--- config.mk ---
export PLATFORM = sky130hd
export DESIGN_NAME = zymason_seg_bank
export DESIGN_NICKNAME = d
export VERILOG_FILES = /design/src/rtl/zymason_pkg.sv /design/src/rtl/zymason_scan_tick.sv /design/src/rtl/zymason_seg_bank.sv
export SDC_FILE = /design/constraint.sdc
export NUM_CORES = 1
export LEC_CHECK = 0
export ABC_CLOCK_PERIOD_IN_PS = 3510
export BUFFER_PORTS_ARGS = -buffer_cell sky130_fd_sc_hd__buf_2
export CORE_ASPECT_RATIO = 1.5
export CORE_MARGIN = 2
export CORE_UTILIZATION = 50
export DETAILED_ROUTE_END_ITERATION = 16
export PLACE_DENSITY = 0.82
export SLEW_MARGIN = 20
export SYNTH_ARGS = -nofsm -noshare
export SYNTH_HDL_FRONTEND = slang
export SYNTH_HIERARCHICAL = 1
export SYNTH_SLANG_ARGS = --single-unit
--- constraint.sdc ---
create_clock -name clock -period 3.51 [get_ports clock]
set_input_delay 0.5265 -clock clock [delete_from_list [all_inputs] [get_ports clock]]
set_output_delay 0.5265 -clock clock [all_outputs]
set_load 0.01 [all_outputs]
--- src/rtl/zymason_pkg.sv ---
// Shared constants and control-state encoding for the zymason segment bank.
package zymason_pkg;

    localparam int unsigned SEG_W = 7;
    localparam int unsigned LO_W  = 4;
    localparam int unsigned HI_W  = 3;

    typedef logic [1:0] state_t;

    localparam state_t ST_INIT = 2'd0;
    localparam state_t ST_SCAN = 2'd1;
    localparam state_t ST_WLO  = 2'd2;
    localparam state_t ST_WHI  = 2'd3;

endpackage

--- src/rtl/zymason_scan_tick.sv ---
// Scan pulse generator: free-running prescaler, programmable divide counter and one-clock pulse.
// Exposes the prescaler tick only when ZYMASON_BLINK_EN is defined.
module zymason_scan_tick #(
    parameter int unsigned PRE_W = 9
) (
    input  logic       clock,
    input  logic       reset,
    input  logic [4:0] spd,
`ifdef ZYMASON_BLINK_EN
    output logic       tick,
`endif
    output logic       pulse
);

    logic [PRE_W-1:0] pre_q;
    logic [3:0]       div_q;
    logic             tick_w;

    assign tick_w = (pre_q == '0);
    // Divisor is compared for equality only, so a divisor lowered below the count wraps first.
    assign pulse  = tick_w & spd[0] & (div_q == spd[4:1]);

`ifdef ZYMASON_BLINK_EN
    assign tick = tick_w;
`endif

    always_ff @(posedge clock or posedge reset) begin
        if (reset) begin
            pre_q <= '0;
        end else begin
            pre_q <= pre_q + PRE_W'(1);
        end
    end

    always_ff @(posedge clock or posedge reset) begin
        if (reset) begin
            div_q <= '0;
        end else if (pulse) begin
            div_q <= '0;
        end else if (tick_w & spd[0]) begin
            div_q <= div_q + 4'd1;
        end
    end

endmodule

--- src/rtl/zymason_seg_bank.sv ---
// Multi-digit seven-segment storage bank with nibble-wise writes and a rotating scan select.
// Define ZYMASON_BLINK_EN to blank seg_out on alternate ticks while writing.
module zymason_seg_bank
    import zymason_pkg::*;
#(
    parameter int unsigned NUM_DIGITS = 4,
    parameter int unsigned PRE_W      = 9
) (
    input  logic                  clock,
    input  logic                  reset,
    input  logic                  rw,
    input  logic                  sel,
    input  logic [3:0]            pin_in,
    input  logic [4:0]            spd,
    output logic [SEG_W-1:0]      seg_out,
    output logic [NUM_DIGITS-1:0] dig_en,
    output logic                  mode_out
);

    state_t                  state_q, state_d;
    logic [NUM_DIGITS-1:0]   dig_en_q;
    logic [SEG_W-1:0]        digit_q [NUM_DIGITS];
    logic [SEG_W-1:0]        seg_sel;
    logic                    pulse;
    logic                    advance;

`ifdef ZYMASON_BLINK_EN
    logic tick;
    logic blink_q;
`endif

    zymason_scan_tick #(
        .PRE_W(PRE_W)
    ) u_tick (
        .clock(clock),
        .reset(reset),
        .spd  (spd),
`ifdef ZYMASON_BLINK_EN
        .tick (tick),
`endif
        .pulse(pulse)
    );

    always_comb begin
        state_d = state_q;
        case (state_q)
            ST_INIT: state_d = rw ? ST_WLO : ST_SCAN;
            ST_SCAN: state_d = rw ? ST_WLO : ST_SCAN;
            ST_WLO:  state_d = sel ? ST_WHI : ST_WLO;
            ST_WHI:  state_d = rw ? (sel ? ST_WHI : ST_WLO) : ST_SCAN;
            default: state_d = ST_INIT;
        endcase
    end

    assign advance = ((state_q == ST_SCAN) & ~rw & pulse) |
                     ((state_q == ST_WHI) & rw & ~sel);

    always_ff @(posedge clock or posedge reset) begin
        if (reset) begin
            state_q <= ST_INIT;
        end else begin
            state_q <= state_d;
        end
    end

    always_ff @(posedge clock or posedge reset) begin
        if (reset) begin
            dig_en_q <= NUM_DIGITS'(1);
        end else if (advance) begin
            dig_en_q <= {dig_en_q[NUM_DIGITS-2:0], dig_en_q[NUM_DIGITS-1]};
        end
    end

    // Writes use the pre-advance select, so the falling-sel step lands on the old digit.
    always_ff @(posedge clock or posedge reset) begin
        if (reset) begin
            for (int i = 0; i < int'(NUM_DIGITS); i++) begin
                digit_q[i] <= '0;
            end
        end else if (rw) begin
            for (int i = 0; i < int'(NUM_DIGITS); i++) begin
                if (dig_en_q[i]) begin
                    if (sel) begin
                        digit_q[i][SEG_W-1:LO_W] <= pin_in[HI_W-1:0];
                    end else begin
                        digit_q[i][LO_W-1:0] <= pin_in;
                    end
                end
            end
        end
    end

    always_comb begin
        seg_sel = '0;
        for (int i = 0; i < int'(NUM_DIGITS); i++) begin
            if (dig_en_q[i]) begin
                seg_sel = seg_sel | digit_q[i];
            end
        end
    end

`ifdef ZYMASON_BLINK_EN
    always_ff @(posedge clock or posedge reset) begin
        if (reset) begin
            blink_q <= 1'b0;
        end else if (tick) begin
            blink_q <= ~blink_q;
        end
    end

    assign seg_out = (blink_q && ((state_q == ST_WLO) || (state_q == ST_WHI))) ? '0 : seg_sel;
`else
    assign seg_out = seg_sel;
`endif

    assign dig_en   = dig_en_q;
    assign mode_out = rw;

endmodule

After elaboration in Yosys (flattened, before gate mapping)
Index checks and enable logic that the tools add are counted.

word-level totals
  word-level logic and storage cells = 52
  flip-flop bits (word level) = 47
  input port bits = 13
  output and inout port bits = 12

operators by class
  reduce and logical (&&, ||, !) cells = 12
  multiplexer cells = 10
  bitwise logic cells = 12
  add/subtract/negate cells = 2
  eq/ne operators = 4

operator list
  operator                                                               number
  7-bit 2-to-1 mux                                                       4
  3-bit AND reduction                                                    8
  7-bit bitwise OR                                                       3
  9-bit by 1-bit adder with 9-bit output, second input constant          1
  9-bit zero test                                                        1
  4-bit 2-to-1 mux                                                       2
  1-bit bitwise AND                                                      6
  2-bit case mux with 3 select lines                                     1
  4-bit by 1-bit adder with 4-bit output, second input constant          1
  2-bit equality test, second input constant                             2
  4-bit equality test                                                    1
  2-bit 2-to-1 mux                                                       2
  2-bit by 1-bit equality test with 1-bit output, second input constant  1
  2-bit zero test                                                        1
  1-bit inverter                                                         2
  2-bit nonzero test                                                     1
  2-bit OR reduction                                                     1
  1-bit 2-to-1 mux                                                       1
  1-bit bitwise OR                                                       1

Longest topological paths before layout
  depth after elaboration = 7
  mapped depth = 7
  gate-level depth less buffers = 7

Hierarchy
The synthesis kept the hierarchy.

by module, submodules not included
  module             sequential area each (um^2)  times used  area an instance (um^2)  cells each
  zymason_seg_bank   852.1                        1           1,480.2                  108
  zymason_scan_tick  325.3                        1           646.9                    57

Worst setup path before layout
No wires, ideal clock.

  kind = input to register
  start point = input port spd[3]
  end point = register dig_en_q[1], in the netlist dig_en[1]
  library setup time = 0.125 ns
  stages = 6
  data arrival time = 1.625 ns
  slack = 1.759 ns
  cell sequence = xnor2_1 > nand4_1 > nor2_1 > and4bb_1 > a31o_4 > mux2_4

on the way
  cells in the longest elaborated chain, start to end = 4

RTL lines
  item                    RTL line                 source
  start: declaration      zymason_seg_bank.sv:14   input logic [4:0] spd,
  4-bit equality test     zymason_scan_tick.sv:21  assign pulse = tick_w & spd[0] & (div_q == spd[4:1]);
  1-bit bitwise AND       zymason_scan_tick.sv:21
  named net pulse         zymason_seg_bank.sv:24   logic pulse;
  1-bit bitwise AND       zymason_seg_bank.sv:55   assign advance = ((state_q == ST_SCAN) & ~rw & pulse) |
  1-bit bitwise OR        zymason_seg_bank.sv:55
  end signal: assignment  zymason_seg_bank.sv:70   dig_en_q <= {dig_en_q[NUM_DIGITS-2:0], dig_en_q[NUM_DIGITS-1]};
  end: declaration        zymason_seg_bank.sv:21   logic [NUM_DIGITS-1:0] dig_en_q;

The timed path passes the listed nets, and every way through them passes these cells.
A chain may end at the register's enable or synchronous reset.

Worst setup path after layout
  start point = register dig_en_q[2], in the netlist dig_en[2]
  end point = output port seg_out[2]

on the way
  cells in the longest elaborated chain, start to end = 3

RTL lines
  item                  RTL line                source
  7-bit 2-to-1 mux (*)  zymason_seg_bank.sv:96  if (dig_en_q[i]) begin
  7-bit bitwise OR      zymason_seg_bank.sv:97  seg_sel = seg_sel | digit_q[i];
  7-bit 2-to-1 mux (*)  zymason_seg_bank.sv:96
  end: declaration      zymason_seg_bank.sv:15  output logic [SEG_W-1:0] seg_out,

Every way passes the cells marked *; elsewhere a longest branch is shown, timed or not.

==> flow_metrics.py <==
metrics = {
    "die": {
        "core-area_um2": 4170,
        "rows": 29,
        "die_x_um": 57.3,
        "initial_utilization_pct": 51.0,
        "pin_count": 25,
        "dieArea_um2": 4800,
        "die_y_um": 83.9,
    },
    "timing": {
        "rsz0062_at_grt": "no",
        "slew_viol_final": 0,
        "relSlewSlack_pct": 68.3,
        "fin_setup_tns_ps": 0,
        "post-route-min-period_ps": 1910,
        "fin_crit_sh_pct": 54.3,
        "max_slew.worst_pin.slew_ps": 474,
        "setup-violations-final": 0,
        "final-hold-violation-count": 0,
        "max_freq_ghz": 0.525,
        "finalClockSkew_ps": 9.50,
    },
    "yosys": {
        "seq_area_frac_synth_pct": 55.4,
        "ys_seq_elements": 47,
        "syn_avg_cell_area_um2": 12.9,
        "async_reset_ff_share_pct": 100,
        "yosysMostFrequentCell": "dfrtp_1",
        "synth_warnings": 6,
        "synth_top_area_cell": "dfrtp_1",
        "synth_edf_count": 0,
        "synthTopCellsByArea": "dfrtp_1 (54%), mux2_2 (15%), a22oi_1 (5.3%)",
        "synth_cell_types": 29,
        "syn-cell-area_um2": 2130,
        "syn-instance-count": 165,
        "synth_top_area_share_pct": 54.1,
        "synthTopCellsByCount": "dfrtp_1 (46), mux2_2 (28), nand2_1 (16)",
        "syn_nets": 181,
        "synth_flop_cell": "dfrtp_1",
    },
    "final_layout": {
        "diodes": 0,
        "layout.filler_cells": 355,
        "drive_gt1_share_pct": 38.3,
        "finish.net_count": 208,
        "register_area_um2": 1180,
        "multi_input_area_um2": 905,
        "area_growth_pct": 12.3,
    },
    "routing": {
        "dr.first_iter.drc_count": 39,
        "drc": 0,
        "first_pass_iters": 4,
        "vias_per_cell": 5.67,
        "wl_per_cell_um": 15.7,
        "drt_wl_total_um": 3740,
        "vias": 1356,
        "ant_nets": 0,
    },
    "setup_path": {
        "arrival_ps": 1380,
        "path_class": "register to output pin",
        "reg2regPathDepth": 6,
        "crit_fanout": 12,
        "required_ps": 2980,
        "endpoint_kind": "output pin",
        "crit_path_start_kind": "register",
    },
    "clock_tree": {
        "cts_hold_buf": 0,
        "clock_latency_ps": 300,
        "numCtsBuffers": 5,
        "cts_resized": 0,
        "clock-sinks": 47,
        "cts_buffer_depth": 2,
        "postCtsSetupRepairBufs": 0,
        "cts_tree": "yes",
        "htreeDepth": 2,
        "clk_pin_slew_ps": 90,
        "root_buffer": "clkbuf_8",
    },
    "global_route": {
        "first_global_vias": 1418,
        "grt_pass1_wl_um": 6420,
        "gr-total-overflow": 0,
        "grt_max_degree": 35,
        "grt_antenna_before_repair": 0,
        "grtUsageTotal_pct": 17.3,
    },
    "place": {
        "dp_hpwl_um": 2720,
        "port-buffer-count": 24,
        "gp_congestion": 0.761,
    },
    "worst_hold_path": {
        "hold_class": "input port to asynchronous set/reset pin",
    },
    "pwr": {
        "p_leak_nw": 1.21,
        "power_density_nw_per_um2": 387,
        "finalPower_w": 0.000923,
        "vdd_drop_max_uv": 393,
    },
    "run": {
        "maxCapViolations": 0,
    },
    "run_status": {
        "status": "completed",
    },
}
-- flip-flops by register name, summed over array words and instances, names as in the netlist --
signal,cells
dig_en,4
u_tick/div_q,4
digit_q,28
u_tick/pre_q,9
state_q,2
-- report_power, final --
part	total, W	internal [W]	leakage [nW]	switching [W]
registers	0.000547	0.000544	0.631	0.00000339
logic	0.0000385	0.0000139	0.533	0.0000247
clock network	0.000337	0.000161	0.0474	0.000177
-- cells by family after synthesis --
group / Yosys count / synth area share (%)
compound gates: 23 / 8.47
simple gates: 38 / 10.1
flops: 47 / 55.4
buf+inv: 11 / 2.12
mux: 32 / 17.6
xor+xnor: 11 / 4.53
fa+ha+maj: 3 / 1.76
-- per-layer routing --
metal	vias to the layer above	wire length, µm	track usage [%]
met1	684	1560	20.3
met4	0	73	6.55
li1	643	-	-
met5	-	0	0
met2	23	2000	30.1
met3	6	113	3.72
-- path summary, 6_finish.rpt --
path	from	endpoint	slack [ps]
worst max-delay path	dig_en[2]	seg_out[2]	1600
worst min register to register	u_tick/pre_q[8]	u_tick/pre_q[8]	500
max in group asynchronous	reset	dig_en[0]	2880
worst min-delay path	reset	u_tick/pre_q[8]	240
worst max register to register	u_tick/pre_q[3]	dig_en[1]	1640
min in group clock	u_tick/pre_q[8]	u_tick/pre_q[8]	500
-- worst max-delay path, cell delays in order, from the launching register on --
cell     delay [ps]
dfrtp_1         540
a22oi_1         320
nand2_1          80
buf_2           140
-- stage by stage --
stage / utilization, % / worst slack [ps] / cell area [µm²] / hold slack, ps / cells
finish: 57.2 / 1600 / 2390 / 236 / 239
floorplan: - / 1760 / 2130 / 403 / 165
global placement: 54.9 / 1610 / 2290 / 479 / 231
global route: 57.2 / 1490 / 2390 / 270 / 239
CTS: 57.2 / 1580 / 2390 / 245 / 239
detailed placement: 54.9 / 1550 / 2290 / 486 / 231
-- layout make-up --
cell class | instances | area share [%]
inverter | 6 | 0.943
multi-input combinational | 107 | 37.9
tap | 46 | 2.41
sequential | 47 | 49.3
timing repair buffer | 25 | 5.34
clock buffer | 6 | 3.46
clock inverter | 2 | 0.681
-- cells in the final DEF (no fill, tap or decap), drive strengths merged --
master / Yosys / layout
dfrtp: 46 / 46
mux2: 32 / 32
buf: 1 / 25
nand2: 16 / 16
a22oi: 15 / 15
xnor2: 10 / 10
nand3: 8 / 8
inv: 6 / 6
clkbuf: 4 / 6
o21ai: 4 / 4
nand4: 4 / 4
ha: 3 / 3
and2: 2 / 2
nand2b: 2 / 2
and2b: 1 / 1
and4bb: 1 / 1
a31o: 1 / 1
a21o: 1 / 1
clkinv: 0 / 1
clkinvlp: 0 / 1
dfstp: 1 / 1
nor4: 1 / 1
nor3: 1 / 1
and3: 1 / 1
xor2: 1 / 1
nor2: 1 / 1
a41oi: 1 / 1
o31ai: 1 / 1
No activity file was read; power rests on OpenSTA's default activity.
